--- config.mk ---
export PLATFORM = sky130hd
export DESIGN_NAME = bp_train_sched
export DESIGN_NICKNAME = d
export VERILOG_FILES = /design/src/rtl/bp_train_sched_pkg.sv /design/src/rtl/bp_train_fifo.sv /design/src/rtl/bp_train_sched.sv
export SDC_FILE = /design/constraint.sdc
export NUM_CORES = 1
export LEC_CHECK = 0
export BUFFER_PORTS_ARGS = -buffer_cell sky130_fd_sc_hd__buf_2
export CAP_MARGIN = 20
export CORE_MARGIN = 2
export CORE_UTILIZATION = 45
export DETAILED_ROUTE_END_ITERATION = 8
export PLACE_DENSITY_LB_ADDON = 0.25
export SLEW_MARGIN = 40
export SYNTH_ARGS = -nofsm -noshare
export SYNTH_HDL_FRONTEND = slang
export SYNTH_HIERARCHICAL = 1
export SYNTH_SLANG_ARGS = --single-unit
--- constraint.sdc ---
create_clock -name clk -period 4.53 [get_ports clk]
set_input_delay 0.2265 -clock clk [delete_from_list [all_inputs] [get_ports clk]]
set_output_delay 0.2265 -clock clk [all_outputs]
set_load 0.005 [all_outputs]
--- src/rtl/bp_train_sched_pkg.sv ---
// Shared definitions for the branch-predictor training scheduler:
// table init code, scheduler FSM encodings and training-entry layout.
package bp_train_sched_pkg;

    // Value every pattern-table counter holds after an init write (weakly not-taken).
    localparam logic [1:0] WNT_INIT = 2'b01;

    // Scheduler FSM: sweeping the tables, or serving fetch and training traffic.
    typedef enum logic {
        ST_INIT = 1'b0,
        ST_RUN  = 1'b1
    } schedState_t;

    // Training entry layout: {idx[N-1:0], taken}; taken sits in bit 0.
    localparam int ENTRY_TAKEN_BIT = 0;
    localparam int ENTRY_IDX_LSB   = 1;

    // Width of one packed training entry for a given table index width.
    function automatic int entryWidth(input int idxWidth);
        return idxWidth + 1;
    endfunction

endpackage

--- src/rtl/bp_train_fifo.sv ---
// Small register FIFO holding pending training writes for the pattern tables.
// A push on a full FIFO is only accepted together with a pop in the same cycle.
module bp_train_fifo
    import bp_train_sched_pkg::*;
#(
    parameter int N     = 12,
    parameter int DEPTH = 4,
    parameter int PTR_W = 2
) (
    input  logic                     clk,
    input  logic                     rst,
    input  logic                     i_push,
    input  logic                     i_pop,
    input  logic                     i_clear,
    input  logic [entryWidth(N)-1:0] i_data,
    output logic [entryWidth(N)-1:0] o_head,
    output logic [PTR_W:0]           o_count,
    output logic                     o_full
);

    localparam int             EW         = entryWidth(N);
    localparam logic [PTR_W:0] FULL_COUNT = (PTR_W + 1)'(DEPTH);
    localparam logic [PTR_W:0] CNT_ONE    = (PTR_W + 1)'(1);
    localparam logic [PTR_W-1:0] PTR_ONE  = PTR_W'(1);

    logic [EW-1:0]    r_mem [DEPTH];
    logic [PTR_W-1:0] r_wrPtr;
    logic [PTR_W-1:0] r_rdPtr;
    logic [PTR_W:0]   r_count;

    logic w_doPush;
    logic w_doPop;

    // Qualify requests so the occupancy can never over- or underflow.
    always_comb begin
        w_doPop  = i_pop && (r_count != '0);
        w_doPush = i_push && ((r_count != FULL_COUNT) || w_doPop);
    end

    // Pointer and occupancy bookkeeping; clear empties the FIFO at once.
    always_ff @(posedge clk or posedge rst) begin
        if (rst) begin
            r_wrPtr <= '0;
            r_rdPtr <= '0;
            r_count <= '0;
        end else if (i_clear) begin
            r_wrPtr <= '0;
            r_rdPtr <= '0;
            r_count <= '0;
        end else begin
            if (w_doPush) begin
                r_wrPtr <= r_wrPtr + PTR_ONE;
            end
            if (w_doPop) begin
                r_rdPtr <= r_rdPtr + PTR_ONE;
            end
            if (w_doPush && !w_doPop) begin
                r_count <= r_count + CNT_ONE;
            end else if (w_doPop && !w_doPush) begin
                r_count <= r_count - CNT_ONE;
            end
        end
    end

    // Entry storage; contents need no reset because the count gates them.
    always_ff @(posedge clk) begin
        if (w_doPush && !i_clear) begin
            r_mem[r_wrPtr] <= i_data;
        end
    end

    assign o_head  = r_mem[r_rdPtr];
    assign o_count = r_count;
    assign o_full  = (r_count == FULL_COUNT);

endmodule

--- src/rtl/bp_train_sched.sv ---
// Training-update scheduler for the single-ported branch pattern tables.
// Sweeps every entry to weakly-not-taken after reset or flush, then shares
// the table port between fetch lookups and queued training writes.
module bp_train_sched
    import bp_train_sched_pkg::*;
#(
    parameter int N     = 12,
    parameter int DEPTH = 4,
    parameter int PTR_W = 2
) (
    input  logic             clk,
    input  logic             rst,
    input  logic             flush_tables,
    input  logic             f_rd_req,
    output logic             f_stall,
    input  logic             e_train_valid,
    input  logic [31:0]      e_pc,
    input  logic [N-1:0]     e_train_ghr_snapshot,
    input  logic             e_actual_taken,
    output logic             tbl_wr_en,
    output logic [N-1:0]     tbl_wr_idx,
    output logic             tbl_wr_init,
    output logic             tbl_wr_taken,
    output logic             init_done,
    output logic [PTR_W:0]   fifo_count,
    output logic             drop_evt
);

    localparam int           EW      = entryWidth(N);
    localparam logic [N-1:0] IDX_ONE = N'(1);

    schedState_t r_state;
    logic [N-1:0] r_sweepIdx;
    logic         r_initDone;
    logic         r_drop;

    logic [EW-1:0]  w_pushEntry;
    logic [EW-1:0]  w_head;
    logic [PTR_W:0] w_count;
    logic           w_full;
    logic           w_inRun;
    logic           w_fifoWrite;
    logic           w_push;
    logic           w_pop;
    logic           w_unusedPc;

    // Only the word-aligned low PC bits feed the hashed index.
    assign w_unusedPc = ^{e_pc[31:N+2], e_pc[1:0]};

    // Build the queued entry: PC-hashed index plus resolved direction.
    always_comb begin
        w_pushEntry = '0;
        w_pushEntry[ENTRY_IDX_LSB +: N] = e_pc[N+1:2] ^ e_train_ghr_snapshot;
        w_pushEntry[ENTRY_TAKEN_BIT]    = e_actual_taken;
    end

    // Port arbitration: a full FIFO wins over fetch, otherwise fetch wins
    // and training drains only on idle fetch cycles. Flush blocks everything.
    always_comb begin
        w_inRun     = (r_state == ST_RUN);
        w_fifoWrite = 1'b0;
        if (w_inRun && !flush_tables) begin
            if (w_full || (!f_rd_req && (w_count != '0))) begin
                w_fifoWrite = 1'b1;
            end
        end
        w_pop  = w_fifoWrite;
        w_push = w_inRun && !flush_tables && e_train_valid && (!w_full || w_pop);
    end

    // Table-port outputs come straight from state and FIFO head so the table
    // samples the write on the same edge that pops the entry.
    always_comb begin
        f_stall      = !w_inRun || (w_full && f_rd_req);
        tbl_wr_en    = !rst && !flush_tables && (!w_inRun || w_fifoWrite);
        tbl_wr_init  = !rst && !flush_tables && !w_inRun;
        tbl_wr_idx   = '0;
        tbl_wr_taken = WNT_INIT[1];
        if (!w_inRun) begin
            tbl_wr_idx = r_sweepIdx;
        end else if (w_fifoWrite) begin
            tbl_wr_idx   = w_head[ENTRY_IDX_LSB +: N];
            tbl_wr_taken = w_head[ENTRY_TAKEN_BIT];
        end
    end

    // Scheduler FSM: sweep counter, init-done flag and the drop pulse.
    always_ff @(posedge clk or posedge rst) begin
        if (rst) begin
            r_state    <= ST_INIT;
            r_sweepIdx <= '0;
            r_initDone <= 1'b0;
            r_drop     <= 1'b0;
        end else begin
            r_drop <= e_train_valid && !w_push;
            if (flush_tables) begin
                r_state    <= ST_INIT;
                r_sweepIdx <= '0;
                r_initDone <= 1'b0;
            end else if (r_state == ST_INIT) begin
                r_sweepIdx <= r_sweepIdx + IDX_ONE;
                if (r_sweepIdx == '1) begin
                    r_state    <= ST_RUN;
                    r_initDone <= 1'b1;
                end
            end
        end
    end

    bp_train_fifo #(
        .N     (N),
        .DEPTH (DEPTH),
        .PTR_W (PTR_W)
    ) u_fifo (
        .clk     (clk),
        .rst     (rst),
        .i_push  (w_push),
        .i_pop   (w_pop),
        .i_clear (flush_tables),
        .i_data  (w_pushEntry),
        .o_head  (w_head),
        .o_count (w_count),
        .o_full  (w_full)
    );

    assign init_done  = r_initDone;
    assign fifo_count = w_count;
    assign drop_evt   = r_drop;

endmodule

==> reports/metrics.csv <==
metric;value;unit
gp_congestion;0.765;
fmax;321;MHz
wl_per_cell;16.8;µm
crit_path_end_kind;flop;
yosysSeqAreaShare;62.0;%
dp_hpwl;4.35;mm
cts-resized-gates;0;
pwr_density_cell;328;nW/µm²
ys.flop_type;edfxtp_1;
synth-seq-cells;74;
critPathMaxFanout;15;
grt_pass1_wl;10.4;mm
dr.pass1.iters;4;
synth-edff-count;52;
critical_path.slowest_cell;dfrtp_1;
hold_violations;0;
grt_max_degree;33;
start_kind;flop;
cts_sinks;74;
synth_top_area_cell;edfxtp_1;
drtAntennaViolNets;0;
clock-root-buffer;clkbuf_8;
first_global_vias;2056;
clock_latency;340;ps
ys_top_cells_by_area;edfxtp_1 (46%), dfrtp_1 (16%), mux4_2 (8.6%);
slew_violations;0;
cts_max_path_buffers;2;
setup_tns;0;ps
finClkSkew;7.79;ps
netlist_instances;224;
final.min_clock_period;3110;ps
antenna_cells;0;
coreArea;7290;µm²
critical-path-max-stage-delay;450;ps
vias;2022;
routed_wl;6.45;mm
setup_slack;1420;ps
synth_area;3410;µm²
worstMarginPinSlew;609;ps
hp-class;input port to flop;
whs_path_depth;1;
final_nets;338;
period_share;68.7;%
synthArstFlopShare;29.7;%
dieArea;8280;µm²
rr_worst_depth;11;
grt_setup_unrepaired;false;
drive_gt1_share;34.6;%
cts_tree;yes;
maxCapViolations;0;
dpl_worst_slack;1430;ps
crit_type;flop to flop;
crit_start;u_fifo/o_count[2]$_DFFE_PP0P_;
required;4800;ps
ir_worst_vdd;0.150;mV
antenna_found_initial;0;
status;finished, final reports clean;
drc;0;
synth.avg_cell_area;15.2;µm²
die_x;91.0;µm
reg2reg_from;u_fifo/o_count[2]$_DFFE_PP0P_;
cts_max_level;3;
start_util;46.7;%
hold_start;e_actual_taken;
via_per_inst;5.25;
syn-num-nets;281;
ys_types;43;
drt_iter0_markers;72;
io_buffer_count;50;
yosysMostFrequentCell;edfxtp_1;
synth_common_cells;edfxtp_1 (52), dfrtp_1 (22), xor2_1 (18), nor2_1 (15), mux4_2 (13);
yosys_warnings;6;
finalSetupViolations;0;
synthToLayoutAreaGrowth;17.6;%
path_cells;or3b_4 > inv_1 > o21bai_2 > and2_1 > o21ai_4 > inv_2 > ha_1 > fa_1 > xnor2_1 > or3_2 > a21oi_1;
placementRows;31;
cts-buffers-inserted;9;
cp.arrival;3380;ps
gr-total-overflow;0;
die_y;91.0;µm
path_clk_slew;90;ps
synth_top_area_share;45.8;%
ioPinCount;71;
maxSlewHeadroom;59.4;%
p_leak;1.57;nW
grt_use_total;16.5;%
through the flow:
step | cell area, µm² | utilization [%] | hold WS [ps] | std cells | power [mW]
final | 4000 | 54.9 | 105 | 385 | 1.31
after CTS | 4000 | 54.9 | 91.2 | 385 | 1.33
after global routing | 4000 | 54.9 | 102 | 385 | 1.36
after global placement | 3790 | 52.0 | 219 | 368 | 0.806
after detailed placement | 3790 | 52.0 | 218 | 368 | 0.808
after floorplan | 3410 | - | 29.9 | 224 | 0.780
cell usage in the layout (no fill, tap or decap), types with 3 or more instances in the layout:
cell       n
a21oi_1    8
a32o_1    12
buf_2     50
buf_4      5
clkbuf_8   9
dfrtp_1   21
edfxtp_1  52
ha_1       6
inv_1     10
inv_6      3
mux4_2    13
nand2_1    5
nor2_1    15
nor2b_1    3
nor3b_2    4
o21ai_0    5
o31ai_1    4
or4_1      4
xor2_1    18
what timing repair did:
| action | in CTS | in global routing |
|---|---|---|
| hold buffers | 1 | 0 |
| buffers inserted | 0 | 0 |
| endpoints found under the hold margin | 22 | 0 |
cell families after synthesis:
group	Yosys count	synth area share, %
adder cells (fa/ha/maj)	7	2.79
multiplexers	17	9.96
AO/OA/AOI/OAI	34	7.68
flip-flops	74	62.0
XOR/XNOR	20	5.14
AND/OR/NAND/NOR	51	9.77
buffers and inverters	21	2.64
per-layer routing:
| layer | global-route usage [%] | wire length, µm |
|---|---|---|
| met1 | 22.0 | 2970 |
| met5 | 0 | 0 |
| met3 | 3.24 | 258 |
| met4 | 6.06 | 57 |
| met2 | 26.9 | 3170 |
sequential cells by signal, summed over array words and instances, names as in the netlist:
signal          flops
drop_evt            1
u_fifo/o_count      3
u_fifo/r_wrPtr      2
r_sweepIdx         12
init_done           1
u_fifo/r_mem       52
u_fifo/r_rdPtr      2
r_state             1
where the power goes:
group / internal [mW] / leakage, nW / switching (mW)
logic: 0.0222 / 0.708 / 0.0318
registers: 0.734 / 0.768 / 0.00472
clock network: 0.259 / 0.0983 / 0.259
total: 1.02 / 1.57 / 0.296
critical path: cells and delay by family (launching register included):
kind	cells	cell delay, ps
AND/OR/NAND/NOR	3	950
AO/OA/AOI/OAI	3	750
adder cells (fa/ha/maj)	2	620
flip-flops	1	450
buffers and inverters	2	150
XOR/XNOR	1	140
final cells by class:
type,instances,area [µm²]
repair buffers,56,298
multi-input cells,129,1230
flip-flops and latches,74,2110
clock buffers,9,124
inverters,11,41.3
well taps,99,124
fillers,640,3290
clock inverters,7,76.3
worst paths after layout:
kind	end	slack (ps)
min	u_fifo/r_mem[2][0]$_DFFE_PP_	100
min reg2reg	init_done$_DFFE_PP0P_	540
min in group asynchronous	u_fifo/o_count[0]$_DFFE_PP0P_	400
max in group asynchronous	r_sweepIdx[1]$_DFFE_PP0P_	3620
max reg2reg	u_fifo/o_count[2]$_DFFE_PP0P_	1420
max	u_fifo/o_count[2]$_DFFE_PP0P_	1420
(Power assumes the default switching activity.)
